**config.mk**
```make
export PLATFORM = sky130hd
export DESIGN_NAME = block_reader
export DESIGN_NICKNAME = d
export VERILOG_FILES = /design/src/rtl/block_reader_pkg.sv /design/src/rtl/block_addr_gen.sv /design/src/rtl/block_reader.sv
export SDC_FILE = /design/constraint.sdc
export NUM_CORES = 1
export LEC_CHECK = 0
export CAP_MARGIN = 20
export CORE_MARGIN = 2
export CORE_UTILIZATION = 25
export DETAILED_ROUTE_END_ITERATION = 10
export PLACE_DENSITY_LB_ADDON = 0.08
export SLEW_MARGIN = 20
export SYNTH_ARGS = -nofsm -noshare
export SYNTH_HDL_FRONTEND = slang
export SYNTH_SLANG_ARGS = --single-unit
```
**constraint.sdc**
```tcl
create_clock -name clk -period 3.2 [get_ports clk]
set_clock_uncertainty 0.05 [all_clocks]
set_input_delay 0.64 -clock clk [delete_from_list [all_inputs] [get_ports clk]]
set_output_delay 0.64 -clock clk [all_outputs]
set_load 0.01 [all_outputs]
```
**src/rtl/block_reader_pkg.sv**
```systemverilog
`default_nettype none
// ============================================================================
// block_reader_pkg : FSM encoding and 8x8 block geometry shared by the reader
// Rev 1.0
// ============================================================================
package block_reader_pkg;

  localparam int c_BLK_DIM = 8;
  localparam int c_BLK_PIX = c_BLK_DIM * c_BLK_DIM;

  typedef enum logic [2:0] {
    ST_IDLE  = 3'd0,
    ST_RD_HI = 3'd1,
    ST_RD_LO = 3'd2,
    ST_LATCH = 3'd3,
    ST_OUT   = 3'd4,
    ST_DONE  = 3'd5
  } state_t;

endpackage
`default_nettype wire

```
**src/rtl/block_addr_gen.sv**
```systemverilog
`default_nettype none
// ============================================================================
// block_addr_gen : byte address of the current pixel from block/pixel counters
// Rev 1.0
// ============================================================================
module block_addr_gen
  import block_reader_pkg::*;
#(
  parameter int H_RES     = 160,
  parameter int BUFF_BITS = 16,
  parameter int BASE_ADDR = 1,
  parameter int BX_W      = 5,
  parameter int BY_W      = 4
) (
  input  logic [2:0]           px,
  input  logic [2:0]           py,
  input  logic [BX_W-1:0]      bx,
  input  logic [BY_W-1:0]      by,
  input  logic                 lo_sel,
  output logic [BUFF_BITS-1:0] addr
);

  logic [BUFF_BITS-1:0] w_row;
  logic [BUFF_BITS-1:0] w_col;
  logic [BUFF_BITS-1:0] w_lin;

  // All arithmetic is modulo 2^BUFF_BITS, which gives the required truncation.
  always_comb begin
    w_row = BUFF_BITS'(by) * BUFF_BITS'(c_BLK_DIM) + BUFF_BITS'(py);
    w_col = BUFF_BITS'(bx) * BUFF_BITS'(c_BLK_DIM) + BUFF_BITS'(px);
    w_lin = w_row * BUFF_BITS'(H_RES) + w_col;
    addr  = BUFF_BITS'(BASE_ADDR) + (w_lin << 1) + BUFF_BITS'(lo_sel);
  end

endmodule
`default_nettype wire

```
**src/rtl/block_reader.sv**
```systemverilog
`default_nettype none
// ============================================================================
// block_reader : reads an RGB565 frame buffer out in 8x8 block raster order
// Rev 1.0
// ============================================================================
module block_reader
  import block_reader_pkg::*;
#(
  parameter int H_RES     = 160,
  parameter int V_RES     = 120,
  parameter int BUFF_BITS = 16,
  parameter int BASE_ADDR = 1
) (
  input  logic                 clk,
  input  logic                 rst_n,
  input  logic                 frame_captured,
  output logic [BUFF_BITS-1:0] rd_addr,
  output logic                 rd_en,
  input  logic [7:0]           rd_data,
  output logic [15:0]          pix_data,
  output logic                 pix_valid,
  input  logic                 pix_ready,
  output logic                 blk_first,
  output logic                 blk_last,
  output logic                 frame_done,
  output logic                 busy
);

  localparam int c_BLKS_X = H_RES / c_BLK_DIM;
  localparam int c_BLKS_Y = V_RES / c_BLK_DIM;
  localparam int c_BX_W   = (c_BLKS_X > 1) ? $clog2(c_BLKS_X) : 1;
  localparam int c_BY_W   = (c_BLKS_Y > 1) ? $clog2(c_BLKS_Y) : 1;

  state_t              r_state;
  state_t              w_next;
  logic [2:0]          r_px;
  logic [2:0]          r_py;
  logic [c_BX_W-1:0]   r_bx;
  logic [c_BY_W-1:0]   r_by;
  logic [7:0]          r_hi;
  logic                r_fc_prev;
  logic                r_armed;
  logic                w_start;
  logic                w_lo_sel;
  logic                w_px_wrap;
  logic                w_py_wrap;
  logic                w_bx_wrap;
  logic                w_by_wrap;
  logic                w_last;
  logic                w_adv;
  logic [BUFF_BITS-1:0] w_addr;

  // r_armed requires frame_captured to be seen low after reset, so a level
  // held high across reset cannot masquerade as a fresh rising edge.
  assign w_start   = frame_captured & ~r_fc_prev & r_armed;
  assign w_px_wrap = (r_px == 3'(c_BLK_DIM - 1));
  assign w_py_wrap = (r_py == 3'(c_BLK_DIM - 1));
  assign w_bx_wrap = (r_bx == c_BX_W'(c_BLKS_X - 1));
  assign w_by_wrap = (r_by == c_BY_W'(c_BLKS_Y - 1));
  assign w_last    = w_px_wrap & w_py_wrap & w_bx_wrap & w_by_wrap;
  assign w_adv     = (r_state == ST_OUT) & pix_ready;

  block_addr_gen #(
    .H_RES     (H_RES),
    .BUFF_BITS (BUFF_BITS),
    .BASE_ADDR (BASE_ADDR),
    .BX_W      (c_BX_W),
    .BY_W      (c_BY_W)
  ) u_addr_gen (
    .px     (r_px),
    .py     (r_py),
    .bx     (r_bx),
    .by     (r_by),
    .lo_sel (w_lo_sel),
    .addr   (w_addr)
  );

  always_ff @(posedge clk or negedge rst_n) begin
    if (!rst_n) r_state <= ST_IDLE;
    else        r_state <= w_next;
  end

  always_comb begin
    w_next = r_state;
    case (r_state)
      ST_IDLE:  if (w_start) w_next = ST_RD_HI;
      ST_RD_HI: w_next = ST_RD_LO;
      ST_RD_LO: w_next = ST_LATCH;
      ST_LATCH: w_next = ST_OUT;
      ST_OUT:   if (pix_ready) w_next = w_last ? ST_DONE : ST_RD_HI;
      ST_DONE:  w_next = ST_IDLE;
      default:  w_next = ST_IDLE;
    endcase
  end

  always_comb begin
    rd_en      = 1'b0;
    w_lo_sel   = 1'b0;
    pix_valid  = 1'b0;
    frame_done = 1'b0;
    case (r_state)
      ST_RD_HI: rd_en = 1'b1;
      ST_RD_LO: begin
        rd_en    = 1'b1;
        w_lo_sel = 1'b1;
      end
      ST_OUT:   pix_valid  = 1'b1;
      ST_DONE:  frame_done = 1'b1;
      default:  ;
    endcase
  end

  assign busy      = (r_state != ST_IDLE);
  assign rd_addr   = rd_en ? w_addr : '0;
  assign blk_first = pix_valid & (r_px == 3'd0) & (r_py == 3'd0);
  assign blk_last  = pix_valid & w_px_wrap & w_py_wrap;

  always_ff @(posedge clk or negedge rst_n) begin
    if (!rst_n) begin
      r_fc_prev <= 1'b0;
      r_armed   <= 1'b0;
      r_hi      <= 8'd0;
      pix_data  <= 16'd0;
      r_px      <= '0;
      r_py      <= '0;
      r_bx      <= '0;
      r_by      <= '0;
    end else begin
      r_fc_prev <= frame_captured;
      if (!frame_captured)      r_armed  <= 1'b1;
      if (r_state == ST_RD_LO)  r_hi     <= rd_data;
      if (r_state == ST_LATCH)  pix_data <= {r_hi, rd_data};
      if (w_adv) begin
        r_px <= w_px_wrap ? 3'd0 : r_px + 3'd1;
        if (w_px_wrap) begin
          r_py <= w_py_wrap ? 3'd0 : r_py + 3'd1;
          if (w_py_wrap) begin
            r_bx <= w_bx_wrap ? '0 : r_bx + c_BX_W'(1);
            if (w_bx_wrap) r_by <= w_by_wrap ? '0 : r_by + c_BY_W'(1);
          end
        end
      end
    end
  end

endmodule
`default_nettype wire

```
Word level (Yosys, flattened, before mapping):

Index checks and enable logic that the tools add are counted.

* multiplexer cells: 13
* $add $sub $neg: 9
* reductions and logical operators: 9
* equal/unequal tests: 11
* multipliers: 1
* bitwise operators: 11

Operator list (number)
* $add A1 B16 Y16 const A: 1
* $add A16 B1 Y16: 1
* $mul A16 B3 Y10 const B: 1
* $mux W16: 1
* $add A15 B15 Y15: 1
* $mux W3: 5
* $pmux W3 S5: 1
* $eq A3 B3 Y1 const B: 4
* $and A1 B1 Y1: 10
* $add A8 B3 Y9: 1
* $logic_not A3 Y1: 3
* $add A7 B3 Y8: 1
* $add A3 B1 Y3 const B: 2
* $eq A3 B2 Y1 const B: 2
* $add A5 B1 Y5 const B: 1
* $eq A5 B5 Y1 const B: 1
* $mux W5: 1
* $add A4 B1 Y4 const B: 1
* $eq A4 B4 Y1 const B: 1
* $mux W1: 4
* $mux W4: 1
* $ne A2 B2 Y1 const B: 2
* $reduce_and A2 Y1: 2
* $reduce_and A4 Y1: 1
* 5 further kinds: 5

* output and inout bits: 38
* logic and storage cells: 63
* input bits: 12
* register bits after elaboration: 44

Logic depth before layout (Yosys ltp):

Gate-level depths: netlist of the first run.

* depth after elaboration: 7
* depth in mapped cells: 11
* mapped depth without buffers: 11

Modules after synthesis:

From an unflattened synthesis of the first run, not the netlist that was laid out.

* cell total of the unflattened synthesis: 279
* area total of the unflattened synthesis: 2937.8 um^2

By module, submodules not included
* block_reader: sequential area each 1101.1 um^2, cells an instance 175, times used 1, area an instance 2120.8 um^2
* block_addr_gen: sequential area each 0.0 um^2, cells an instance 104, times used 1, area an instance 817.0 um^2

Worst setup path after synthesis of the first run:

OpenSTA, ideal clock, no wires.

* path kind: reg2out
* start: reg r_by[0]
* end: out rd_addr[13]
* stages on the path, launching flop included: 11
* path slack: -67 ps
* required time: 2510 ps
* arrival: 2577 ps
* path buffers: 0
* path through: dfrtp_1 ha_1 ha_1 inv_1 fa_1 xnor2_1 and3b_1 mux2i_1 a21oi_4 or2_2 a21oi_1

* cells in the longest elaborated chain, start to end: 6

RTL lines
* start, declared: line block_reader.sv:39 `logic [c_BY_W-1:0] r_by;`
* start signal, assigned: line block_reader.sv:139 `if (w_bx_wrap) r_by <= w_by_wrap ? '0 : r_by + c_BY_W'(1);`
* $add A7 B3 Y8: line block_addr_gen.sv:29 `w_row = BUFF_BITS'(by) * BUFF_BITS'(c_BLK_DIM) + BUFF_BITS'(py);`
* $mul A16 B3 Y10: line block_addr_gen.sv:31 `w_lin = w_row * BUFF_BITS'(H_RES) + w_col;`
* $add A15 B15 Y15: line block_addr_gen.sv:31
* $add A1 B16 Y16: line block_addr_gen.sv:32 `addr = BUFF_BITS'(BASE_ADDR) + (w_lin << 1) + BUFF_BITS'(lo_sel);`
* $add A16 B1 Y16: line block_addr_gen.sv:32
* $mux W16: line block_reader.sv:114 `assign rd_addr = rd_en ? w_addr : '0;`
* end, declared: line block_reader.sv:17 `output logic [BUFF_BITS-1:0] rd_addr,`

No other way between the ends.

Worst setup path after layout of the first run:

* start: reg r_by[0]
* end: out rd_addr[14]

The elaborated chain is that of the path after synthesis.

==> results of run 1 <==
-- metal layers --
metal  routed length (um)  GRT usage, %  part of all wire (%)  vias to the layer above
met1                 3030          14.2                    45                     1049
met2                 3360          21.3                    50                       36
met3                  283          2.79                   4.2                        5
met4                   74          2.98                   1.1                        0
met5                    0             0                     0                        -
li1                     -             -                     -                     1150
-- worst max-delay path by stage --
stage / endpoint / slack (ps) / cells past startpoint
final: rd_addr[14] / -270 / 12
after global placement: rd_addr[13] / -440 / 11
after detailed placement: rd_addr[13] / -480 / 11
after global routing: rd_addr[14] / -390 / 12
after floorplan: rd_addr[13] / -4 / 10
after CTS: rd_addr[13] / -310 / 11
-- synth_stat cells (2+ instances only) --
library cell and instances:
dfrtp_1 44, mux2_2 29, ha_1 21, nor2_1 20
nand2_1 18, inv_1 11, o21ai_0 10, o21ai_1 9
xnor2_1 8, a21o_1 6, nand3_1 6, nor3_1 6
xor2_1 6, a21oi_1 5, nand2b_1 5, nor2b_1 5
and4_1 4, clkbuf_1 4, and2_1 3, and3_1 3
nand4_1 3, and3b_1 2, buf_2 2, fa_1 2
inv_2 2, nand4_4 2, nor2_4 2, o31ai_1 2
xor2_2 2
-- registers in the layout, indices dropped and copies added, names as in the netlist --
| signal | flops |
|---|---|
| pix_data | 16 |
| r_armed | 1 |
| r_bx | 5 |
| r_by | 4 |
| r_fc_prev | 1 |
| r_hi | 8 |
| r_px | 3 |
| r_py | 3 |
| r_state | 3 |
-- repair_timing --
action                                  CTS  global route
setup buffers                             7             2
pin swaps                                15             8
endpoints found under the setup margin    9            12
gates resized for setup                  55            10
-- through the flow --
| step | power [W] | util [%] |
|---|---|---|
| final | 0.00245 | 38.1 |
| after global routing | 0.00263 | 38.1 |
| after CTS | 0.00249 | 37.7 |
| after detailed placement | 0.00202 | 35.3 |
| after global placement | 0.00201 | 35.3 |
| after floorplan | 0.00142 | - |
-- cell type report --
type                       instances  area, um2  share of cell area (%)
clock buffer                       5       68.8                    1.66
inverter                          13       48.8                    1.18
tap                              140        175                    4.22
clock inverter                     3       47.5                    1.14
multi-input combinational        200       1790                    43.1
sequential                        44       1100                    26.5
timing repair buffer             111        922                    22.2
-- power groups by stage --
stage          Combinational, W  Sequential (W)  Clock [W]
6_report                0.00114        0.000854   0.000456
3_3_place_gp            0.00115        0.000865          0
4_1_cts                 0.00117        0.000858   0.000471
2_1_floorplan          0.000504        0.000913          0
3_5_place_dp            0.00116        0.000868          0
5_1_grt                 0.00125        0.000886   0.000496
-- worst register-to-register path, stage by stage, from the launching register on --
cell,delay [ps]
dfrtp_1,440
ha_1,310
ha_1,300
and4_1,370
nand2_1,160
a311oi_1,280
a21o_1,120
-- cells by family (layout without fill, tap and decap cells) --
logic type                 Yosys count  after routing  share of synthesized area [%]
xor gates and xnor gates            17             17                           6.52
adders and majority gates           23             23                           10.8
muxes                               30             30                           12.0
AOI/OAI and AO/OA                   45             45                           10.9
DFF                                 44             44                           39.3
buffers and inverters               20            132                           2.90
and+or+nand+nor                     85             85                           17.5
==> impl_metrics.env, run 1 <==
export IMPL_p_clk_share_pct=18.6
export IMPL_ys_warn_count=0
export IMPL_die_x_um=110
export IMPL_grt_first_pass_wirelength_mm=11.1
export IMPL_worst_slew_pin_slew_ps=759
export IMPL_dr_total_vias=2240
export IMPL_fp_row_count=38
export IMPL_ctsHoldBuffers=0
export IMPL_final_area_um2=4150
export IMPL_io_pins=50
export IMPL_layout_common_cells="buf_4, dfrtp_1, clkdlybuf4s50_1"
export IMPL_setup_viol=6
export IMPL_place_hpwl_mm=5.09
export IMPL_cts_buffers=5
export IMPL_postRouteAntennaNets=0
export IMPL_cts_root_buffer="clkbuf_8"
export IMPL_critPathMaxStageDelay_ps=550
export IMPL_antenna_cells=0
export IMPL_reg2reg_slack_ps=1110
export IMPL_nets=410
export IMPL_avgSynthCellArea_um2=10.6
export IMPL_synth_seq_cells=44
export IMPL_sw_frac_of_total_pct=32.8
export IMPL_ys_seq_area_share_pct=39.3
export IMPL_dpl_cell_area_um2=3840
export IMPL_status="complete, but fails checks"
export IMPL_worst_r2r_path_depth=6
export IMPL_grt_usage_pct=11.9
export IMPL_startpoint="r_by[0]"
export IMPL_violations="setup timing"
export IMPL_yosys_area_top_type="dfrtp_1"
export IMPL_worstSetupPathType="reg2out"
export IMPL_drt_wl_total_mm=6.75
export IMPL_p_sw_w=0.000806
export IMPL_cts_tree="done"
export IMPL_cp_top_family="adder cells"
export IMPL_clk_pin_slew_ps=100
export IMPL_place_ws_ps=-481
export IMPL_worstSkewPairLatency_ps=310
export IMPL_combinationalPowerShare_pct=46.6
export IMPL_initial_utilization_pct=25.7
export IMPL_crit_fanout=4
export IMPL_syn_inst=264
export IMPL_timing_fmax_mhz=288
export IMPL_seq_power_share_pct=34.8
export IMPL_crit_arrival_ps=2780
export IMPL_drt_pass1_iter_count=4
export IMPL_synth_ff_type="dfrtp_1"
export IMPL_whs_ps=348
export IMPL_synth_edf_count=0
export IMPL_synthesis_nets=299
export IMPL_syn_to_final_growth_pct=48.3
export IMPL_max_slew_margin_pct=49.4
export IMPL_drt_iter0_markers=43
export IMPL_r2r_start="r_px[1]"
export IMPL_async_flop_share_pct=100
export IMPL_synth_cell_types=51
export IMPL_synth_top_area_share_pct=39.3
export IMPL_end_kind="primary output"
export IMPL_clock_sinks=44
export IMPL_worstPathCellList="ha_4 -> ha_4 -> inv_2 -> fa_2 -> nor2b_4 -> and3b_2 -> nor2_4 -> o21ai_2 -> buf_4 -> a311o_1 -> o21ai_1 -> buf_2"
export IMPL_io_buffers=49
export IMPL_path_buf_inv=3
export IMPL_grt_overflow=0
export IMPL_grt_max_degree=33
export IMPL_synth_area_leaders="dfrtp_1, mux2_2, ha_1"
export IMPL_hold_path_class="in2async"
export IMPL_drc=0
export IMPL_power_density_nw_per_um2=591
export IMPL_vdd_drop_max_mv=0.473
export IMPL_core_um2=10900
export IMPL_grt_pass1_vias=2403
export IMPL_drv_slew=0
export IMPL_max_cap_viol_count=0
export IMPL_die_h_um=110
export IMPL_syn_area_um2=2800
export IMPL_tns_ps=-1300
export IMPL_place_inst=499
export IMPL_required_ps=2510
export IMPL_setup_slack_ps=-272
export IMPL_fill_cells=1111
export IMPL_finalCriticalPeriod_ps=3470
export IMPL_fin_crit_sh_pct=109
export IMPL_dieArea_um2=12100
export IMPL_wl_per_cell_um=13.1
export IMPL_antenna_found_initial=0
export IMPL_gp_congestion=0.728
export IMPL_layout_cells_most_common="buf_4"
export IMPL_vias_per_cell=4.34
export IMPL_final_cells=516
export IMPL_htreeDepth=2
export IMPL_cpMaxStageDelayCell="fa_2"
export IMPL_hold_violations=0
export IMPL_drive_above_1_share_pct=40.7
export IMPL_cts_path_max_buffers=2
export IMPL_rsz0062_at_grt="true"
export IMPL_start_kind="register"
export IMPL_leakagePower_nw=1.90
export IMPL_crit_top_cell="ha_4"
export IMPL_p_int_w=0.00165
export IMPL_r2r_end="r_by[0]"
Note: power is estimated with default switching activity, not from simulation.
==> run 2: changes to the inputs <==
- CORE_MARGIN: 2 -> not set
==> impl_metrics.env, run 2 (same netlist as run 1, synthesis figures left out) <==
export IMPL_status="complete, but fails checks"
export IMPL_violations="setup timing"
export IMPL_drt_pass1_iter_count=4
export IMPL_largest_register_ffs=16
export IMPL_vias_per_cell=4.43
export IMPL_place_hpwl_mm=5.08
export IMPL_final_seq_area_um2=1100
export IMPL_crit_fanout=3
export IMPL_die_h_um=108
export IMPL_start_kind="register"
export IMPL_worst_slew_pin_slew_ps=903
export IMPL_cts_path_max_buffers=2
export IMPL_clk_pin_slew_ps=90
export IMPL_worstSetupPathType="reg2out"
export IMPL_p_int_w=0.00159
export IMPL_power_density_nw_per_um2=555
export IMPL_layout_cells_most_common="buf_4"
export IMPL_multi_input_area_um2=1910
export IMPL_fp_row_count=38
export IMPL_layout_common_cells="buf_4, dfrtp_1, clkdlybuf4s50_1"
export IMPL_vdd_drop_max_mv=0.401
export IMPL_io_buffers=49
export IMPL_dieArea_um2=11600
export IMPL_p_sw_w=0.000807
export IMPL_syn_to_final_growth_pct=54.0
export IMPL_finalCriticalPeriod_ps=3490
export IMPL_p_clk_share_pct=15.8
export IMPL_dpl_cell_area_um2=3840
export IMPL_max_cap_viol_count=0
export IMPL_required_ps=2510
export IMPL_place_ws_ps=-489
export IMPL_crit_arrival_ps=2800
export IMPL_final_area_um2=4310
export IMPL_worstSkewPairLatency_ps=300
export IMPL_grt_overflow=0
export IMPL_drt_iter0_markers=66
export IMPL_initial_utilization_pct=25.7
export IMPL_ctsHoldBuffers=0
export IMPL_setup_slack_ps=-286
export IMPL_grt_pass1_vias=2431
export IMPL_drc=0
export IMPL_cts_root_buffer="clkbuf_8"
export IMPL_rsz0062_at_grt="true"
export IMPL_core_um2=10900
export IMPL_leakagePower_nw=1.92
export IMPL_postRouteAntennaNets=0
export IMPL_drt_wl_total_mm=6.83
export IMPL_combinationalPowerShare_pct=48.5
export IMPL_drive_above_1_share_pct=45.2
export IMPL_max_slew_margin_pct=39.6
export IMPL_io_pins=50
export IMPL_drv_slew=0
export IMPL_cts_tree="done"
export IMPL_clock_sinks=44
export IMPL_end_kind="primary output"
export IMPL_setup_viol=6
export IMPL_seq_power_share_pct=35.7
export IMPL_cts_buffers=5
export IMPL_gp_congestion=0.699
export IMPL_regMostFlops="pix_data"
export IMPL_die_x_um=108
export IMPL_r2r_start="r_px[1]"
export IMPL_hold_violations=0
export IMPL_nets=412
export IMPL_dr_total_vias=2297
export IMPL_hold_path_class="in2async"
export IMPL_htreeDepth=2
export IMPL_wl_per_cell_um=13.2
export IMPL_fin_crit_sh_pct=109
export IMPL_largestRegisters="pix_data: 16 flops, r_hi: 8 flops, r_bx: 5 flops"
export IMPL_grt_first_pass_wirelength_mm=11.5
export IMPL_antenna_found_initial=0
export IMPL_startpoint="r_by[0]"
export IMPL_fill_cells=1081
export IMPL_antenna_cells=0
export IMPL_timing_fmax_mhz=287
export IMPL_sw_frac_of_total_pct=33.7
export IMPL_grt_usage_pct=12.7
export IMPL_grt_max_degree=33
-- run 2: worst max-delay path, stage by stage (launching register included) --
cell,delay (ps)
dfrtp_2,440
ha_4,280
ha_4,120
inv_2,30
fa_2,580
buf_12,120
xor2_4,190
nand4_1,140
o21ai_2,180
buf_4,140
xnor2_2,90
nor2_1,50
buf_2,130
-- run 2: final timing paths --
kind | end | slack [ps] | depth (start not counted)
setup / recovery | rd_addr[12] | -290 | 12
hold / removal | r_state[2] | 350 | 1
setup reg to reg | r_by[0] | 1130 | 6
hold reg to reg | r_armed | 420 | 1
max in group asynchronous | pix_data[7] | 2140 | 2
min in group clk | r_armed | 420 | 1
-- run 2: power groups by stage --
stage               sequential [W]  clock [W]  combinational [W]
global placement          0.000865          0            0.00114
global route              0.000887   0.000417            0.00127
detailed placement        0.000867          0            0.00115
finish                    0.000854   0.000378            0.00116
floorplan                 0.000913          0           0.000504
CTS                       0.000858   0.000397            0.00116
-- run 2: metal layers --
layer	vias to the layer above	global-route usage (%)	share of wire, %
li1	1155	-	-
met1	1101	15.0	43
met2	36	23.2	51
met3	5	2.66	4.2
met4	0	3.23	1.0
met5	-	0	0
-- run 2: timing repair --
action	in CTS	in global routing
pin swaps	18	13
gates resized for setup	61	33
buffers inserted	7	7
setup endpoints to repair	10	11
-- run 2: cell type report --
type / count / share of cell area, %
Clock buffer: 5 / 1.60
Clock inverter: 3 / 0.609
Inverter: 13 / 1.13
Multi-Input combinational cell: 200 / 44.3
Sequential cell: 44 / 25.6
Tap cell: 140 / 4.06
Timing Repair Buffer: 113 / 22.7
-- run 2: through the flow --
stage | hold slack (ps) | util [%] | std cells | TNS [ps] | power (W)
after floorplan | 294 | - | 264 | -4.39 | 0.00142
after global placement | 404 | 35.2 | 498 | -1980 | 0.00201
after detailed placement | 403 | 35.2 | 498 | -2120 | 0.00202
after CTS | 371 | 37.7 | 512 | -1440 | 0.00242
after global routing | 403 | 39.6 | 518 | -2040 | 0.00258
final | 348 | 39.6 | 518 | -1210 | 0.00239
